**src/rtl/race_controller.sv**
```systemverilog
// Frame-rate game sequencer for the track scroller: decodes start/pause/throttle
// keys, runs the idle/countdown/race/crash/over phases and drives the HUD values.
module race_controller #(
   parameter int unsigned FRAMES_PER_SEC = 60,
   parameter int unsigned COUNTDOWN_SECS = 3,
   parameter int unsigned RACE_SECS      = 90,
   parameter int unsigned CRASH_FRAMES   = 120,
   parameter int unsigned ACCEL_PERIOD   = 8,
   parameter int unsigned LIVES          = 3,
   parameter int unsigned START_SPEED    = 5,
   parameter int unsigned MIN_SPEED      = 1,
   parameter int unsigned MAX_SPEED      = 7
) (
   input  logic        frame_clk_i,
   input  logic        reset_i,
   input  logic [7:0]  keycode_i,
   input  logic        collision_i,
   output logic [2:0]  speed_o,
   output logic        scroll_en_o,
   output logic [2:0]  state_o,
   output logic [1:0]  countdown_o,
   output logic [6:0]  time_left_o,
   output logic [15:0] score_o,
   output logic [1:0]  lives_o,
   output logic        game_over_o
);

   // state     | meaning
   // S_IDLE    | waiting for an R edge, track stopped
   // S_COUNT   | pre-race countdown, one step per game second
   // S_RACE    | track scrolling, score and race time running
   // S_PAUSE   | everything frozen until the next P edge
   // S_CRASH   | freeze after a collision, race time still running
   // S_OVER    | final score shown until an R edge
   typedef enum logic [2:0] {
      S_IDLE  = 3'd0,
      S_COUNT = 3'd1,
      S_RACE  = 3'd2,
      S_PAUSE = 3'd3,
      S_CRASH = 3'd4,
      S_OVER  = 3'd5
   } state_t;

   localparam logic [7:0] KEY_R = 8'h15;
   localparam logic [7:0] KEY_W = 8'h1A;
   localparam logic [7:0] KEY_S = 8'h16;
   localparam logic [7:0] KEY_P = 8'h13;

   localparam int unsigned FC_W  = (FRAMES_PER_SEC > 1) ? $clog2(FRAMES_PER_SEC) : 1;
   localparam int unsigned CR_W  = (CRASH_FRAMES > 1) ? $clog2(CRASH_FRAMES) : 1;
   localparam int unsigned REP_W = (ACCEL_PERIOD > 1) ? $clog2(ACCEL_PERIOD) : 1;

   localparam logic [FC_W-1:0]  FC_LAST    = FC_W'(FRAMES_PER_SEC - 1);
   localparam logic [CR_W-1:0]  CRASH_LOAD = CR_W'(CRASH_FRAMES - 1);
   localparam logic [REP_W-1:0] REP_LOAD   = REP_W'(ACCEL_PERIOD - 1);
   localparam logic [1:0]       CD_LOAD    = 2'(COUNTDOWN_SECS);
   localparam logic [6:0]       TIME_LOAD  = 7'(RACE_SECS);
   localparam logic [1:0]       LIVES_LOAD = 2'(LIVES);
   localparam logic [2:0]       SPD_START  = 3'(START_SPEED);
   localparam logic [2:0]       SPD_MIN    = 3'(MIN_SPEED);
   localparam logic [2:0]       SPD_MAX    = 3'(MAX_SPEED);

   state_t            state_q, state_d;
   logic [7:0]        prev_key_q;
   logic [FC_W-1:0]   frame_cnt_q, frame_cnt_d;
   logic [CR_W-1:0]   crash_cnt_q, crash_cnt_d;
   logic [REP_W-1:0]  rep_cnt_q, rep_cnt_d;
   logic [2:0]        speed_q, speed_d;
   logic              scroll_en_q, scroll_en_d;
   logic [1:0]        countdown_q, countdown_d;
   logic [6:0]        time_left_q, time_left_d;
   logic [15:0]       score_q, score_d;
   logic [1:0]        lives_q, lives_d;
   logic              game_over_q, game_over_d;

   logic        key_chg;
   logic        edge_r, edge_p, edge_w, edge_s;
   logic        hold_w, hold_s;
   logic        sec_tick;
   logic        entering;
   logic        counting;
   logic [16:0] score_sum;
   logic [2:0]  speed_up, speed_dn;

   assign key_chg  = (keycode_i != prev_key_q);
   assign edge_r   = key_chg && (keycode_i == KEY_R);
   assign edge_p   = key_chg && (keycode_i == KEY_P);
   assign edge_w   = key_chg && (keycode_i == KEY_W);
   assign edge_s   = key_chg && (keycode_i == KEY_S);
   assign hold_w   = (keycode_i == KEY_W);
   assign hold_s   = (keycode_i == KEY_S);
   assign sec_tick = (frame_cnt_q == FC_LAST);
   assign entering = (state_d != state_q);
   assign counting = (state_q == S_COUNT) || (state_q == S_RACE) || (state_q == S_CRASH);

   assign score_sum = {1'b0, score_q} + {14'd0, speed_q};
   assign speed_up  = (speed_q < SPD_MAX) ? speed_q + 3'd1 : speed_q;
   assign speed_dn  = (speed_q > SPD_MIN) ? speed_q - 3'd1 : speed_q;

   always_ff @(posedge frame_clk_i or posedge reset_i) begin
      if (reset_i) begin
         state_q <= S_IDLE;
      end else begin
         state_q <= state_d;
      end
   end

   always_comb begin
      state_d = state_q;
      case (state_q)
         S_IDLE: begin
            if (edge_r) state_d = S_COUNT;
         end
         S_COUNT: begin
            if (sec_tick && (countdown_q == 2'd1)) state_d = S_RACE;
         end
         S_RACE: begin
            if (sec_tick && (time_left_q == 7'd1)) state_d = S_OVER;
            else if (collision_i)                  state_d = S_CRASH;
            else if (edge_p)                       state_d = S_PAUSE;
         end
         S_PAUSE: begin
            if (edge_p) state_d = S_RACE;
         end
         S_CRASH: begin
            if (sec_tick && (time_left_q == 7'd1)) state_d = S_OVER;
            else if (crash_cnt_q == '0)            state_d = (lives_q == 2'd0) ? S_OVER : S_RACE;
         end
         S_OVER: begin
            if (edge_r) state_d = S_IDLE;
         end
         default: state_d = S_IDLE;
      endcase
   end

   always_comb begin
      frame_cnt_d = frame_cnt_q;
      crash_cnt_d = crash_cnt_q;
      rep_cnt_d   = rep_cnt_q;
      speed_d     = speed_q;
      countdown_d = countdown_q;
      time_left_d = time_left_q;
      score_d     = score_q;
      lives_d     = lives_q;
      scroll_en_d = (state_d == S_RACE);
      game_over_d = (state_d == S_OVER);

      // Pause entry and exit keep the frame phase so the second boundary is not shifted.
      if (entering && (state_d != S_PAUSE) && (state_q != S_PAUSE)) begin
         frame_cnt_d = '0;
      end else if (counting) begin
         frame_cnt_d = sec_tick ? '0 : frame_cnt_q + 1'b1;
      end

      if ((state_d == S_CRASH) && (state_q != S_CRASH)) begin
         crash_cnt_d = CRASH_LOAD;
      end else if ((state_q == S_CRASH) && (crash_cnt_q != '0)) begin
         crash_cnt_d = crash_cnt_q - 1'b1;
      end

      case (state_q)
         S_IDLE: begin
            if (edge_r) begin
               countdown_d = CD_LOAD;
               time_left_d = TIME_LOAD;
               score_d     = '0;
               lives_d     = LIVES_LOAD;
            end
         end
         S_COUNT: begin
            if (sec_tick) countdown_d = countdown_q - 2'd1;
         end
         S_RACE: begin
            score_d = score_sum[16] ? 16'hFFFF : score_sum[15:0];
            if (sec_tick) time_left_d = time_left_q - 7'd1;
            if ((state_d == S_CRASH) && (lives_q != 2'd0)) lives_d = lives_q - 2'd1;
         end
         S_CRASH: begin
            if (sec_tick) time_left_d = time_left_q - 7'd1;
         end
         default: ;
      endcase

      if (state_q == S_PAUSE) begin
         rep_cnt_d = rep_cnt_q;
      end else if ((state_q != S_RACE) || key_chg || !(hold_w || hold_s)) begin
         rep_cnt_d = REP_LOAD;
      end else begin
         rep_cnt_d = (rep_cnt_q == '0) ? REP_LOAD : rep_cnt_q - 1'b1;
      end

      if (state_d == S_RACE) begin
         if (state_q == S_RACE) begin
            if (edge_w)                                   speed_d = speed_up;
            else if (edge_s)                              speed_d = speed_dn;
            else if (!key_chg && hold_w && rep_cnt_q == '0) speed_d = speed_up;
            else if (!key_chg && hold_s && rep_cnt_q == '0) speed_d = speed_dn;
         end else if (state_q != S_PAUSE) begin
            speed_d = SPD_START;
         end
      end else if (state_d != S_PAUSE) begin
         speed_d = 3'd0;
      end
   end

   always_ff @(posedge frame_clk_i or posedge reset_i) begin
      if (reset_i) begin
         prev_key_q  <= 8'h00;
         frame_cnt_q <= '0;
         crash_cnt_q <= '0;
         rep_cnt_q   <= '0;
         speed_q     <= 3'd0;
         scroll_en_q <= 1'b0;
         countdown_q <= 2'd0;
         time_left_q <= 7'd0;
         score_q     <= 16'd0;
         lives_q     <= 2'd0;
         game_over_q <= 1'b0;
      end else begin
         prev_key_q  <= keycode_i;
         frame_cnt_q <= frame_cnt_d;
         crash_cnt_q <= crash_cnt_d;
         rep_cnt_q   <= rep_cnt_d;
         speed_q     <= speed_d;
         scroll_en_q <= scroll_en_d;
         countdown_q <= countdown_d;
         time_left_q <= time_left_d;
         score_q     <= score_d;
         lives_q     <= lives_d;
         game_over_q <= game_over_d;
      end
   end

   assign state_o     = state_q;
   assign speed_o     = speed_q;
   assign scroll_en_o = scroll_en_q;
   assign countdown_o = countdown_q;
   assign time_left_o = time_left_q;
   assign score_o     = score_q;
   assign lives_o     = lives_q;
   assign game_over_o = game_over_q;

endmodule
```
**config.mk**
```make
export PLATFORM = sky130hd
export DESIGN_NAME = race_controller
export DESIGN_NICKNAME = d
export VERILOG_FILES = /design/src/rtl/race_controller.sv
export SDC_FILE = /design/constraint.sdc
export NUM_CORES = 1
export LEC_CHECK = 0
export ABC_CLOCK_PERIOD_IN_PS = 6250
export CORE_MARGIN = 3
export CORE_UTILIZATION = 60
export CTS_CLUSTER_DIAMETER = 120
export DETAILED_ROUTE_END_ITERATION = 10
export PLACE_DENSITY = 0.86
export SETUP_SLACK_MARGIN = 0.3
export SYNTH_ARGS = -nofsm -noshare
export SYNTH_HDL_FRONTEND = slang
export SYNTH_SLANG_ARGS = --single-unit
```
**constraint.sdc**
```tcl
create_clock -name frame_clk_i -period 6.25 [get_ports frame_clk_i]
set_input_delay 1.5625 -clock frame_clk_i [delete_from_list [all_inputs] [get_ports frame_clk_i]]
set_output_delay 1.5625 -clock frame_clk_i [all_outputs]
set_load 0.03 [all_outputs]
```
## Word-level counts from Yosys, hierarchy flattened

Cells that the tools add are included.
Widths: inputs -> output; s select.

| operators by class | value |
|---|---|
| add/sub/neg operators | 9 |
| $lt $le $gt $ge | 2 |
| equality and inequality tests | 27 |
| muxes and demuxes | 39 |
| reductions and logical operators | 40 |

Operators by type and width:

| kind | count |
|---|---|
| $mux 3 | 22 |
| $eq 8x5->1 const B | 4 |
| $mux 16 | 2 |
| $pmux 16 s2 | 1 |
| $mux 7 | 4 |
| $mux 6 | 3 |
| $pmux 3 s6 | 1 |
| $add 16x3->17 | 1 |
| $logic_and 1x1->1 | 15 |
| $pmux 7 s2 | 1 |
| $reduce_bool 2->1 | 7 |
| $sub 7x1->7 const B | 2 |
| $eq 3x3->1 const B | 4 |
| $reduce_and 3->1 | 4 |
| $eq 3x2->1 const B | 3 |
| $ne 3x2->1 const B | 3 |
| $ne 8x8->1 | 1 |
| $pmux 2 s2 | 2 |
| $eq 7x1->1 const B | 1 |
| $logic_not 7->1 | 1 |
| $reduce_bool 7->1 | 1 |
| $add 6x1->6 const B | 1 |
| $eq 6x6->1 const B | 1 |
| $logic_not 3->1 | 2 |
| other kinds (19) | 30 |

| word-level totals | value |
|---|---|
| flip-flop bits (word level) | 59 |
| output and inout bits | 35 |
| logic and storage cells | 129 |

## Logic depth before layout (Yosys ltp)

| depth | value |
|---|---|
| word-level depth | 10 |
| mapped depth | 10 |
| depth with buffers taken out | 10 |

## Least setup slack after synthesis

Ideal clock, no wire load.

| path | value |
|---|---|
| path type | input port to flip-flop |
| start point | in keycode_i[7] |
| end point | reg crash_cnt_q[3] |
| arrival time | 3.184 ns |
| required time | 6.131 ns |
| path slack | 2.946 ns |
| cell stages on the path | 9 |
| path buffers | 2 |
| cell sequence | xnor2_1 > nand4_2 > o211a_1 > buf_6 > a21oi_2 > nand4_2 > or3_1 > clkbuf_1 > and2_1 |

| on the way | value |
|---|---|
| longest elaborated chain between the ends | 9 |

Ends and longest elaborated chain:

| what | line | RTL |
|---|---|---|
| start: declaration | 16 | `input logic [7:0] keycode_i,` |
| $ne 8x8->1 / $eq 8x5->1 (equally long branches) | 85, 87 |  |
| $logic_and 1x1->1 | 87 | `assign edge_p = key_chg && (keycode_i == KEY_P);` |
| $mux 3 | 120 | `else if (edge_p) state_d = S_PAUSE;` |
| $mux 3 | 119 | `else if (collision_i) state_d = S_CRASH;` |
| $mux 3 | 118 | `if (sec_tick && (time_left_q == 7'd1)) state_d = S_OVER;` |
| $pmux 3 s6 (*) | 110 | `case (state_q)` |
| net state_d[0] | 63 | `state_t state_q, state_d;` |
| $eq 3x3->1 (*) | 155 | `if ((state_d == S_CRASH) && (state_q != S_CRASH)) begin` |
| $logic_and 1x1->1 (*) | 155 |  |
| $mux 7 / $reduce_bool 2->1 (equally long branches) | - |  |
| end signal: assignment | 222 | `crash_cnt_q <= crash_cnt_d;` |
| end: declaration | 66 | `logic [CR_W-1:0] crash_cnt_q, crash_cnt_d;` |

Mark *: on every way through the listed nets, which the timed path passes. The rest lies on a longest branch.
A chain may end at the register's enable or synchronous reset.

## Worst setup path in the final report

| path | value |
|---|---|
| start point | in keycode_i[3] |
| end point | reg crash_cnt_q[3] |

The elaborated chain is that of the path after synthesis.

==> impl_metrics.env <==
export IMPL_rows=27
export IMPL_initial_core_util_pct=63.69
export IMPL_post_route_drc_count=0
export IMPL_maxCapViolations=0
export IMPL_hold_violations=0
export IMPL_syn_avg_cell_area_um2=9.407
export IMPL_synth_cells=382
export IMPL_num_antenna_cells=0
export IMPL_numCtsBuffers=9
export IMPL_synth_flop_cell="dfrtp_1"
export IMPL_min_period_ns=3.929
export IMPL_crit_fanout=18
export IMPL_pin_count=46
export IMPL_die_area_um2=6954
export IMPL_cp_start_kind="primary input"
export IMPL_wl_mm=8.349
export IMPL_cts_hold_buf=0
export IMPL_overflow=0
export IMPL_finalSetupTns_ns=0
export IMPL_slew_violations=0
export IMPL_drtIter0Drc=241
export IMPL_setup_viol=0
export IMPL_core_um2=5642
export IMPL_synthArstFlopShare_pct=100.0
export IMPL_wire_per_inst_um=16.50
export IMPL_rsz0062_at_grt="no"
export IMPL_die_width_um=83.39
export IMPL_p_leak_nw=1.784
export IMPL_clk_pin_slew_worst_paths_ns=0.07
export IMPL_ys_ff_latch=59
export IMPL_postCtsSetupBuffers=0
export IMPL_min_path_type="register to register"
export IMPL_cts_sink_count=59
export IMPL_grt_usage_pct=25.48
export IMPL_worst_pin_slew_ns=1.136
export IMPL_htree_num_levels=3
export IMPL_dr_pass1_iters=6
export IMPL_outcome="finished clean"
export IMPL_syn_area_um2=3593
export IMPL_portBuffers=45
export IMPL_cts_buffer_depth=2
export IMPL_grt_max_degree=60
export IMPL_cts_root_buf="clkbuf_8"
export IMPL_crit_type="primary input to register"
export IMPL_finClkSkew_ns=0.01084
export IMPL_post_route_period_util_pct=62.86
export IMPL_fmax_ghz=0.2545
export IMPL_synth_cell_types=63
export IMPL_setup_ws_ns=2.321
export IMPL_grt_pass1_wl_mm=14.36
export IMPL_synth_seq_area_share_pct=41.09
export IMPL_crit_arrival_ns=4.16
export IMPL_synth_edf_count=0
export IMPL_clock_latency_ns=0.35
export IMPL_cts_tree="built"
export IMPL_die_h_um=83.39
export IMPL_antenna_found_initial=0
export IMPL_syn_nets=408
export IMPL_p_per_area_nw_per_um2=233.3
export IMPL_vias_per_cell=6.162
export IMPL_final_nets=455
export IMPL_dp_slack_ns=1.962
export IMPL_vias=3118
export IMPL_post_cts_resized=0
export IMPL_syn_to_final_growth_pct=20.26
export IMPL_drtAntennaViolNets=0
export IMPL_required_ns=6.48
export IMPL_final_cell_mix="dfrtp_1, clkdlybuf4s50_1, nand2_1"
export IMPL_yosysWarnings=0
export IMPL_slew_headroom_pct=23.98
export IMPL_final_common_cell="dfrtp_1"
export IMPL_ir_drop_v=0.0001703
export IMPL_gp_congestion=0.8602
export IMPL_nFillCells=384
export IMPL_drive_above_1_share_pct=8.986
export IMPL_dp_hpwl_mm=5.837
export IMPL_grt_pass1_vias=3009
export IMPL_endpoint_kind="register"
==> path summary, 6_finish.rpt <==
check | cells after the start | end | from | slack, ns
max reg2reg | 6 | crash_cnt_q[3]$_DFFE_PP0P_ | state_o[2]$_DFF_PP0_ | 3.35
min in group asynchronous | 3 | time_left_o[5]$_DFFE_PP0P_ | reset_i | 1.74
max in group asynchronous | 3 | score_o[0]$_DFFE_PP0P_ | reset_i | 4.02
max | 8 | crash_cnt_q[3]$_DFFE_PP0P_ | keycode_i[3] | 2.32
min | 2 | countdown_o[1]$_DFFE_PP0P_ | countdown_o[1]$_DFFE_PP0P_ | 0.53
min reg2reg | 2 | countdown_o[1]$_DFFE_PP0P_ | countdown_o[1]$_DFFE_PP0P_ | 0.53
==> cell families after synthesis <==
group	count (synthesis)	synth area share [%]
multiplexers	7	1.985
buffers and inverters	30	3.412
flip-flops	59	41.09
AO/OA/AOI/OAI	86	15.84
adder cells (fa/ha/maj)	15	5.432
XOR/XNOR	20	5.710
AND/OR/NAND/NOR	165	26.53
==> state kept, by name (all words and copies together) (netlist names) <==
name         count
prev_key_q       8
lives_o          2
time_left_o      7
countdown_o      2
speed_o          3
score_o         16
state_o          3
crash_cnt_q      7
scroll_en_o      1
frame_cnt_q      6
game_over_o      1
rep_cnt_q        3
==> layout make-up <==
type	count	area, um^2	area share [%]
clock buffers	12	155.1	3.590
inverters	20	75.07	1.737
flip-flops and latches	59	1476	34.16
repair buffers	46	457.9	10.60
clock inverters	4	72.57	1.679
well taps	72	90.09	2.085
multi-input cells	293	1994	46.15
==> metal layers <==
layer,GRT usage [%],vias to the layer above,wire (um)
met4,9.510,0,164
met1,34.55,1507,3673
li1,-,1487,-
met5,0,-,0
met3,4.960,16,459
met2,40.52,108,4052
==> where the power goes <==
part / switching, mW / internal (mW)
Clock: 0.152 / 0.246
Combinational: 0.0927 / 0.0729
Sequential: 0.0370 / 0.408
Total: 0.282 / 0.727
==> stage by stage <==
stage	total power, mW	hold slack (ns)	area, um^2	utilization (%)	std cells
final	1.008	0.5287	4322	76.60	506
after global routing	1.055	0.5735	4322	76.60	506
after CTS	1.015	0.5354	4322	76.60	506
after detailed placement	0.6167	0.5093	4094	72.57	490
after global placement	0.6126	0.4915	4094	72.57	490
after floorplan	0.5496	0.4671	3593	-	382
==> critical path, cell delays in order <==
cell             delay, ns
clkdlybuf4s50_1       0.60
xnor2_2               0.16
nand4_2               0.13
o211a_1               0.49
a21oi_2               0.29
nand4_2               0.19
or3_1                 0.53
and2_1                0.20
==> Yosys cell counts, types with 2 or more instances <==
master | number | area share, %
dfrtp_1 | 59 | 41
nand2_1 | 36 | 3.8
nor2_1 | 33 | 3.4
o21ai_0 | 25 | 3.5
a21oi_1 | 21 | 2.9
nand3_1 | 21 | 2.9
nor3_1 | 20 | 2.8
inv_1 | 19 | 2.0
ha_1 | 14 | 4.9
xnor2_1 | 11 | 2.7
a31oi_1 | 9 | 1.6
and3_1 | 7 | 1.2
clkbuf_1 | 7 | 0.73
mux2i_1 | 6 | 1.7
a211oi_1 | 5 | 1.0
nor4_1 | 5 | 0.87
xor2_1 | 5 | 1.2
and2_1 | 4 | 0.70
nand4_1 | 4 | 0.70
o211a_1 | 4 | 1.1
xnor2_2 | 4 | 1.8
nand2b_1 | 3 | 0.52
nand4_2 | 3 | 1.0
nor2b_1 | 3 | 0.52
nor3b_1 | 3 | 0.63
nor4b_4 | 3 | 2.0
o211ai_1 | 3 | 0.63
o31ai_1 | 3 | 0.63
and4_1 | 2 | 0.49
buf_2 | 2 | 0.28
nand4b_1 | 2 | 0.49
o31a_1 | 2 | 0.49
o32a_1 | 2 | 0.56
or3_1 | 2 | 0.35
or4_1 | 2 | 0.42
No activity file was read; power rests on OpenSTA's default activity.
